--- src/rtl/mem_access_pkg.sv ---
// Shared definitions for the memory-access stage.
//   state_t      : memory-access FSM state encoding
//   TIMEOUT_DEF  : default bus-timeout limit in WAIT cycles
//   CTR_W        : width of the timeout counter (holds up to 255)
package mem_access_pkg;

    typedef enum logic [1:0] {
        IDLE = 2'b00,
        WAIT = 2'b01,
        RESP = 2'b10
    } state_t;

    localparam int unsigned TIMEOUT_DEF = 255;
    localparam int unsigned CTR_W       = 8;

endpackage

--- src/rtl/mem_access_timeout_ctr.sv ---
// Bus-timeout counter for the memory-access stage.
// Counts WAIT cycles that pass without an acknowledge.
//   clk    : clock
//   rst_n  : synchronous active-low reset
//   i_clr  : clear count to 0 (new access accepted)
//   i_en   : advance count by one
//   o_tc   : count has reached TIMEOUT-1
module timeout_ctr
    import mem_access_pkg::*;
#(
    parameter int unsigned TIMEOUT = TIMEOUT_DEF
) (
    input  logic clk,
    input  logic rst_n,
    input  logic i_clr,
    input  logic i_en,
    output logic o_tc
);

    localparam logic [CTR_W-1:0] TC_VAL = CTR_W'(TIMEOUT - 1);

    logic [CTR_W-1:0] r_cnt;

    always_ff @(posedge clk) begin
        if (!rst_n) begin
            r_cnt <= '0;
        end else if (i_clr) begin
            r_cnt <= '0;
        end else if (i_en) begin
            r_cnt <= r_cnt + 1'b1;
        end
    end

    assign o_tc = (r_cnt == TC_VAL);

endmodule

--- src/rtl/mem_access.sv ---
// Memory-access stage placed after EX. Turns load/store requests into a
// single held bus request, stalls the pipeline while it is outstanding,
// and returns load data with a one-cycle valid pulse. A bus that never
// acknowledges is abandoned after TIMEOUT WAIT cycles and raises a sticky
// error flag.
//   clk, rst_n           : clock, synchronous active-low reset
//   addr, wrt_data       : effective address / store data from EX
//   re, we, hlt          : load request, store request, processor halted
//   rd_data, rd_vld      : load result and its one-cycle valid pulse
//   stall                : freeze PC and upstream stages
//   err                  : sticky bus-timeout flag
//   mem_req/we/addr/wdata: bus request side
//   mem_ack, mem_rdata   : bus completion and read data
//
// state | meaning
// IDLE  | no access outstanding, accepts a new request when not halted
// WAIT  | bus request held, waiting for mem_ack or timeout
// RESP  | access finished, pulses rd_vld for loads
module mem_access
    import mem_access_pkg::*;
#(
    parameter int unsigned DW      = 16,
    parameter int unsigned AW      = 16,
    parameter int unsigned TIMEOUT = TIMEOUT_DEF
) (
    input  logic          clk,
    input  logic          rst_n,
    input  logic [AW-1:0] addr,
    input  logic [DW-1:0] wrt_data,
    input  logic          re,
    input  logic          we,
    input  logic          hlt,
    output logic [DW-1:0] rd_data,
    output logic          rd_vld,
    output logic          stall,
    output logic          err,
    output logic          mem_req,
    output logic          mem_we,
    output logic [AW-1:0] mem_addr,
    output logic [DW-1:0] mem_wdata,
    input  logic          mem_ack,
    input  logic [DW-1:0] mem_rdata
);

    state_t        r_state;
    state_t        w_state_nxt;
    logic          w_accept;
    logic          w_ctr_clr;
    logic          w_ctr_en;
    logic          w_tc;
    logic [DW-1:0] r_rd_data;
    logic          r_err;
    logic          r_mem_we;
    logic [AW-1:0] r_mem_addr;
    logic [DW-1:0] r_mem_wdata;

    assign w_accept = (r_state == IDLE) && (re || we) && !hlt;

    timeout_ctr #(
        .TIMEOUT (TIMEOUT)
    ) u_timeout_ctr (
        .clk   (clk),
        .rst_n (rst_n),
        .i_clr (w_ctr_clr),
        .i_en  (w_ctr_en),
        .o_tc  (w_tc)
    );

    always_ff @(posedge clk) begin
        if (!rst_n) begin
            r_state <= IDLE;
        end else begin
            r_state <= w_state_nxt;
        end
    end

    always_comb begin
        w_state_nxt = r_state;
        mem_req     = 1'b0;
        stall       = 1'b0;
        rd_vld      = 1'b0;
        w_ctr_clr   = 1'b0;
        w_ctr_en    = 1'b0;
        case (r_state)
            IDLE: begin
                if (w_accept) begin
                    stall       = 1'b1;
                    w_ctr_clr   = 1'b1;
                    w_state_nxt = WAIT;
                end
            end
            WAIT: begin
                mem_req = 1'b1;
                stall   = 1'b1;
                if (mem_ack) begin
                    w_state_nxt = RESP;
                end else begin
                    w_ctr_en = 1'b1;
                    if (w_tc) begin
                        w_state_nxt = RESP;
                    end
                end
            end
            RESP: begin
                // loads and timed-out loads both report; stores never do
                rd_vld      = !r_mem_we;
                w_state_nxt = IDLE;
            end
            default: begin
                w_state_nxt = IDLE;
            end
        endcase
    end

    always_ff @(posedge clk) begin
        if (!rst_n) begin
            r_mem_addr  <= '0;
            r_mem_wdata <= '0;
            r_mem_we    <= 1'b0;
            r_rd_data   <= '0;
            r_err       <= 1'b0;
        end else begin
            if (w_accept) begin
                r_mem_addr  <= addr;
                r_mem_wdata <= wrt_data;
                r_mem_we    <= we;
            end
            if (r_state == WAIT) begin
                if (mem_ack) begin
                    if (!r_mem_we) begin
                        r_rd_data <= mem_rdata;
                    end
                end else if (w_tc) begin
                    r_err     <= 1'b1;
                    r_rd_data <= '0;
                end
            end
        end
    end

    assign rd_data   = r_rd_data;
    assign err       = r_err;
    assign mem_we    = r_mem_we;
    assign mem_addr  = r_mem_addr;
    assign mem_wdata = r_mem_wdata;

endmodule

--- config.mk ---
export PLATFORM = sky130hd
export DESIGN_NAME = mem_access
export DESIGN_NICKNAME = d
export VERILOG_FILES = /design/src/rtl/mem_access_pkg.sv /design/src/rtl/mem_access_timeout_ctr.sv /design/src/rtl/mem_access.sv
export SDC_FILE = /design/constraint.sdc
export NUM_CORES = 1
export LEC_CHECK = 0
export BUFFER_PORTS_ARGS = -buffer_cell sky130_fd_sc_hd__buf_2
export CORE_MARGIN = 4
export CORE_UTILIZATION = 30
export DETAILED_ROUTE_END_ITERATION = 7
export SETUP_SLACK_MARGIN = 0.3
export SKIP_CTS_REPAIR_TIMING = 1
export SYNTH_ARGS = -nofsm -noshare
export SYNTH_HDL_FRONTEND = slang
export SYNTH_HIERARCHICAL = 1
export SYNTH_SLANG_ARGS = --single-unit
--- constraint.sdc ---
create_clock -name clk -period 3.1 [get_ports clk]
set_input_delay 0.31 -clock clk [delete_from_list [all_inputs] [get_ports clk]]
set_output_delay 0.31 -clock clk [all_outputs]
set_load 0.005 [all_outputs]
* After elaboration in Yosys (flattened, before gate mapping)
Index checks and enable logic that the tools add are counted.
** Word-level totals
- Register bits :: 60
- Output and inout port bits :: 53
** Cells by class
- Add/sub/neg operators :: 1
- Equal/unequal tests :: 6
- Mux-type cells :: 14
- Bitwise gates (word level) :: 2
- Reductions and logical operators :: 11
** Operators by type and width (count)
- $mux 16 :: 3
- $add 8x1->8 const B :: 1
- $eq 8x8->1 const B :: 1
- $mux 1 :: 6
- $mux 2 :: 3
- $reduce_and 3->1 :: 2
- $ne 2x2->1 const B :: 2
- $pmux 2 s2 :: 1
- $ne 3x2->1 const B :: 1
- $eq 2x1->1 const B :: 1
- $eq 2x2->1 const B :: 1
- $logic_and 1x1->1 :: 2
- $logic_not 1->1 :: 2
- $logic_not 2->1 :: 1
- $not 1->1 :: 2
- $pmux 1 s2 :: 1
- $reduce_and 2->1 :: 1
- $reduce_bool 2->1 :: 1
- $reduce_or 2->1 :: 1
- $logic_or 1x1->1 :: 1

* Depth between registers and ports, before layout
Gate-level depths: netlist (run 1).
- Depth after elaboration :: 6
- Mapped depth :: 8
- Mapped depth without buffers :: 7

* Hierarchy
The synthesis (run 1) kept the hierarchy.
** By module, submodules not included
- mem_access :: times used 1, cells each 199, area each 2003.2 µm²
- timeout_ctr :: times used 1, cells each 42, area each 365.4 µm²

* Worst setup path before layout (run 1)
OpenSTA, ideal clock, no wires.
- Path kind :: register -> register
- Start :: register u_timeout_ctr.r_cnt[0]
- End :: register r_rd_data[10], in the netlist rd_data[10]
- Setup time :: 0.117 ns
- Arrival :: 1.421 ns
- Data required time :: 2.983 ns
- Slack :: 1.562 ns
- Stages on the path, launching flop included :: 9
- Cells stage by stage :: dfxtp_1 > inv_1 > ha_1 > nand3_1 > nor2_1 > nor2b_1 > o21ai_2 > buf_2 > a32o_1
** Between the ends
- Cells in the longest elaborated chain, start to end :: 3
** Ends and longest elaborated chain
- start: declaration :: line mem_access_timeout_ctr.sv:22 : logic [CTR_W-1:0] r_cnt;
- start signal: assignment :: line mem_access_timeout_ctr.sv:30 : r_cnt <= r_cnt + 1'b1;
- $eq 8x8->1 :: line mem_access_timeout_ctr.sv:34 : assign o_tc = (r_cnt == TC_VAL);
- net w_tc :: line mem_access.sv:50 : logic w_tc;
- $reduce_bool 2->1 (no line)
- $reduce_and 3->1 (no line)
- end signal: assignment :: line mem_access.sv:131 : r_rd_data <= mem_rdata;
- end: declaration :: line mem_access.sv:51 : logic [DW-1:0] r_rd_data;
The timed path passes the listed nets, and every way through them passes these cells.
A chain may end at the register's enable or synchronous reset.

* Final worst setup path (run 1)
- Start :: register r_state[0]
- End :: output stall
** Between the ends
- Cells in the longest elaborated chain, start to end :: 5
- Elaborated cells on any way between the ends :: 6
** Ends and longest elaborated chain
- start: declaration :: line mem_access.sv:45 : state_t r_state;
- start signal: assignment :: line mem_access.sv:73 : r_state <= w_state_nxt;
- $logic_not 2->1 :: line mem_access.sv:57, mem_access.sv:84
- $logic_and 1x1->1 (2 in a row) :: line mem_access.sv:57 : assign w_accept = (r_state == IDLE) && (re || we) && !hlt;
- $mux 1 :: line mem_access.sv:86 : if (w_accept) begin
- $pmux 1 s2 * :: line mem_access.sv:84 : case (r_state)
- end: declaration :: line mem_access.sv:35 : output logic stall,
Mark *: on every way between the ends. The rest lies on a longest branch, timed or not.

==> flow_summary.json, run 1 <==
{
  "synth_flop_cell": "dfxtp_1",
  "min_path_type": "input pin to flip-flop",
  "cts_inserted_buffers": 9,
  "met3_usage_pct": 6.417,
  "overflow": 0,
  "synth_top_cell_by_area": "dfxtp_1",
  "period_share_pct": 62.19,
  "yosys_warnings": 6,
  "use_met2_pct": 18.79,
  "final_antenna_net_count": 0,
  "diodes": 0,
  "synth-async-reset-ratio_pct": 0,
  "r2r_end": "rd_data[12]",
  "start_util_pct": 30.81,
  "grt_pass1_vias": 2033,
  "ys_ff_latch": 60,
  "die_h_um": 96.86,
  "placementRows": 32,
  "yosysSeqAreaShare_pct": 50.71,
  "crit_type": "flip-flop to output port",
  "dieArea_um2": 9381,
  "area_delta_synth_final_pct": 34.92,
  "required_ns": 2.79,
  "fin_tns_setup_ns": 0,
  "dr.first_iter.drc_count": 95,
  "port_buffers": 106,
  "tritoncts": "yes",
  "p_per_area_nw_per_um2": 590.3,
  "vias_per_cell": 4.492,
  "routed_wl_mm": 5.423,
  "clk_path_buf_depth": 2,
  "setup_violations": 0,
  "worst_skew_pair.late_latency_ns": 0.33,
  "met1_usage_pct": 14.36,
  "max_freq_mhz": 518.7,
  "netlist_instances": 241,
  "r2r_slack_ns": 1.35,
  "routedWlPerCell_um": 12.02,
  "irDropWorstVdd_v": 0.0004122,
  "track_usage_pct": 11.96,
  "relSlewSlack_pct": 57.85,
  "grt_pass1_wl_mm": 9.349,
  "critPathLaunchType": "flip-flop",
  "gp_congestion": 0.7401,
  "worst-path-max-fanout": 25,
  "fin_worst_skew_ns": 0.007306,
  "nets": 400,
  "worst_pin_slew_ns": 0.6322,
  "drv_slew": 0,
  "r2r_cells": 7,
  "syn_avg_cell_area_um2": 9.828,
  "whs_ns": 0.1771,
  "maxCapViolCount": 0,
  "synthDominantCellAreaShare_pct": 50.71,
  "final_util_pct": 41.57,
  "via_count": 2026,
  "antenna_found_initial": 0,
  "first_pass_iters": 4,
  "drc": 0,
  "synth-edff-count": 0,
  "grt_max_degree": 49,
  "worst_setup_path_end_kind": "output port",
  "startpoint": "r_state[0]",
  "synth.area.top_cells": "dfxtp_1 (51%), mux2i_1 (14%), nand2_1 (11%), a32o_1 (6.8%), buf_6 (2.4%)",
  "status": "complete, no violations",
  "leakagePower_nw": 1.515,
  "yosys-top-cells-count": "nand2_1 (68), dfxtp_1 (60), mux2i_1 (33)",
  "synth_most_common_cell": "nand2_1",
  "pin_count": 107,
  "clk_pin_slew_ns": 0.07,
  "cts_sinks": 60,
  "rsz0062_at_grt": "no",
  "busiest_layer": "met2",
  "fin_crit_ns": 1.928,
  "die_w_um": 96.86,
  "root_buffer": "clkbuf_8",
  "drive_gt1_share_pct": 38.11,
  "core-area_um2": 7687,
  "finalHoldViolations": 0,
  "total_power_w": 0.001886,
  "arrival_ns": 1.62,
  "placed_area_um2": 2948,
  "synth_area_um2": 2369,
  "syn_nets": 297,
  "dp_hpwl_mm": 3.852,
  "cts-htree-levels": 3,
  "crit_end": "stall",
  "r2r_start": "u_timeout_ctr/r_cnt[0]",
  "fin_area_um2": 3196,
  "synth.distinct_cells": 34
}
==> power breakdown <==
part | switching (W) | total [W] | internal [W]
clock | 0.000327 | 0.000866 | 0.000539
sequential | 0.0000215 | 0.000831 | 0.000809
combinational | 0.0000940 | 0.000189 | 0.0000953
total | 0.000443 | 0.00189 | 0.00144
==> layer usage <==
metal | up-vias | share of wire [%] | routed length [µm]
met4 | 0 | 0.96 | 52
met1 | 913 | 45 | 2420
met5 | - | 0 | 0
met3 | 5 | 9.4 | 511
met2 | 78 | 45 | 2439
li1 | 1030 | - | -
==> sequential cells by signal, indices dropped and copies added, names as in the netlist <==
name / count
u_timeout_ctr/r_cnt: 8
err: 1
rd_data: 16
mem_wdata: 16
mem_we: 1
mem_addr: 16
r_state: 2
==> stage by stage <==
stage	setup slack, ns	cells
3_5_place_dp	1.352	435
6_report	1.172	451
5_1_grt	1.043	451
3_3_place_gp	1.384	435
4_1_cts	1.108	451
2_1_floorplan	1.562	241
==> cells in the final DEF, fill, tap and decap left out, types with 2 or more instances in the layout <==
cell type  instances
a21oi_1            3
buf_2            106
clkbuf_8           9
dfxtp_1           60
nand3_1            3
mux2i_1           33
nor3b_1            2
bufinv_16          3
nand4_1            2
or3_1              3
ha_1               2
a32o_1            16
clkinv_4           2
o21ai_0            3
nand2_1           68
nor2_1             8
xor2_1             3
o21a_1             2
buf_4              4
==> worst min-delay path by stage <==
stage / start / endpoint / cells after the start
4_1_cts: mem_rdata[5] / rd_data[5] / 2
2_1_floorplan: mem_rdata[0] / rd_data[0] / 1
6_report: mem_rdata[5] / rd_data[5] / 2
3_5_place_dp: mem_addr[5] / mem_addr[5] / 2
3_3_place_gp: mem_wdata[6] / mem_wdata[6] / 2
5_1_grt: mem_rdata[6] / rd_data[6] / 2
==> layout make-up <==
cell class                      instances  area [µm²]
Clock inverter                          7       123.9
Timing Repair Buffer                  110       560.5
Inverter                                2       7.507
Clock buffer                            9       123.9
Fill cell                             791        4492
Multi-Input combinational cell        161        1051
Sequential cell                        60        1201
Tap cell                              102       127.6
==> worst max-delay path, stage by stage (launching register included) <==
cell	delay, ns
dfxtp_1	0.35
nor4_2	0.25
buf_4	0.40
or2_2	0.18
buf_2	0.10
==> cell families after synthesis <==
family / Yosys count / share of synthesized area, %
AO/OA/AOI/OAI: 27 / 9.772
XOR/XNOR: 4 / 1.479
adder cells (fa/ha/maj): 2 / 1.056
buffers and inverters: 20 / 5.176
AND/OR/NAND/NOR: 95 / 17.86
flip-flops: 60 / 50.71
multiplexers: 33 / 13.95
No activity file was read; power rests on OpenSTA's default activity.
==> run 2, diff against run 1 <==
clock period = 1.95 ns   (was 3.1 ns; I/O delays follow)
==> run 2 against run 1 <==
Compared with the run above: die area unchanged; first-iteration DRC count down 48%; utilization up 0.21 points; clock skew up 0.0024 ns; final area up 0.51%; sequential power up 59%; sequential cell count unchanged; routed wire length up 2.5%.
==> flow_summary.json, run 2 (synthesized netlist as in run 1, its figures left out) <==
{
  "vias_per_cell": 4.493,
  "dp_hpwl_mm": 3.944,
  "worst_setup_path_end_kind": "output port",
  "first_pass_iters": 4,
  "grt_pass1_wl_mm": 9.232,
  "dp_cells": 437,
  "pin_count": 107,
  "worst_skew_pair.late_latency_ns": 0.33,
  "crit_type": "flip-flop to output port",
  "grt_pass1_vias": 2003,
  "diodes": 0,
  "port_buffers": 106,
  "die_h_um": 96.86,
  "cts_inserted_buffers": 9,
  "clk_path_buf_depth": 2,
  "setup_violations": 0,
  "track_usage_pct": 11.99,
  "final_cell_mix": "buf_2 (106), nand2_1 (68), dfxtp_1 (60), mux2i_1 (33), a32o_1 (16)",
  "antenna_found_initial": 0,
  "fin_area_um2": 3212,
  "cts_sinks": 60,
  "required_ns": 1.75,
  "gp_congestion": 0.7558,
  "fin_tns_setup_ns": 0,
  "period_share_pct": 80.58,
  "final_antenna_net_count": 0,
  "irDropWorstVdd_v": 0.0003185,
  "total_power_w": 0.002670,
  "tritoncts": "yes",
  "cts-htree-levels": 3,
  "dieArea_um2": 9381,
  "arrival_ns": 1.38,
  "relSlewSlack_pct": 62.40,
  "status": "complete, no violations",
  "placementRows": 32,
  "overflow": 0,
  "maxCapViolCount": 0,
  "drv_slew": 0,
  "min_path_type": "input pin to flip-flop",
  "routed_wl_mm": 5.558,
  "rsz0062_at_grt": "no",
  "dr.first_iter.drc_count": 49,
  "worst-path-max-fanout": 5,
  "critPathLaunchType": "flip-flop",
  "nets": 405,
  "routedWlPerCell_um": 12.19,
  "grt_max_degree": 45,
  "start_util_pct": 30.81,
  "final_common_cell": "buf_2",
  "max_freq_mhz": 636.4,
  "die_w_um": 96.86,
  "placed_area_um2": 2963,
  "drive_gt1_share_pct": 39.55,
  "fin_worst_skew_ns": 0.009685,
  "worst_pin_slew_ns": 0.5640,
  "p_per_area_nw_per_um2": 831.1,
  "core-area_um2": 7687,
  "area_delta_synth_final_pct": 35.60,
  "fin_crit_ns": 1.571,
  "via_count": 2049,
  "fin_cells": 456,
  "root_buffer": "clkbuf_8",
  "clk_pin_slew_ns": 0.07,
  "leakagePower_nw": 1.517,
  "drc": 0,
  "finalHoldViolations": 0
}
run 2: worst paths after layout:
kind | from | cells past startpoint | slack (ns) | end
min | mem_rdata[6] | 2 | 0.07 | rd_data[6]
min reg2reg | mem_addr[10] | 2 | 0.45 | mem_addr[10]
max | r_state[1] | 4 | 0.38 | stall
max reg2reg | u_timeout_ctr/r_cnt[1] | 7 | 0.39 | rd_data[14]
run 2: cell type report:
type / count / area (µm²)
Clock buffer: 11 / 151.4
Fill cell: 797 / 4476
Tap cell: 102 / 127.6
Inverter: 2 / 7.507
Sequential cell: 60 / 1201
Timing Repair Buffer: 115 / 610.6
Clock inverter: 5 / 36.28
Multi-Input combinational cell: 161 / 1077
run 2: stage by stage:
stage | utilization, % | setup WS (ns) | hold slack, ns
final | 41.78 | 0.3786 | 0.07144
after CTS | 40.98 | 0.1335 | 0.04643
after global routing | 41.78 | 0.2898 | 0.05538
after global placement | 38.54 | 0.2154 | 0.4064
after floorplan | - | 0.4115 | 0.3208
after detailed placement | 38.54 | 0.1808 | 0.4088
run 2: power breakdown:
group | switching [W] | internal, W
Combinational | 0.000156 | 0.000162
Clock | 0.000501 | 0.000530
Sequential | 0.0000338 | 0.00129
Total | 0.000691 | 0.00198
run 2: layer usage:
| layer | track usage, % | wire, µm | share of wire [%] |
|---|---|---|---|
| met1 | 14.31 | 2524 | 45 |
| met2 | 18.58 | 2503 | 45 |
| met3 | 4.542 | 435 | 7.8 |
| met4 | 6.479 | 95 | 1.7 |
| met5 | 0 | 0 | 0 |
run 2: worst max-delay path: stages, from the launching register on:
cell and delay (ns):
dfxtp_1 0.40, nand2b_4 0.18, inv_2 0.06, or2_2 0.28
buf_2 0.13
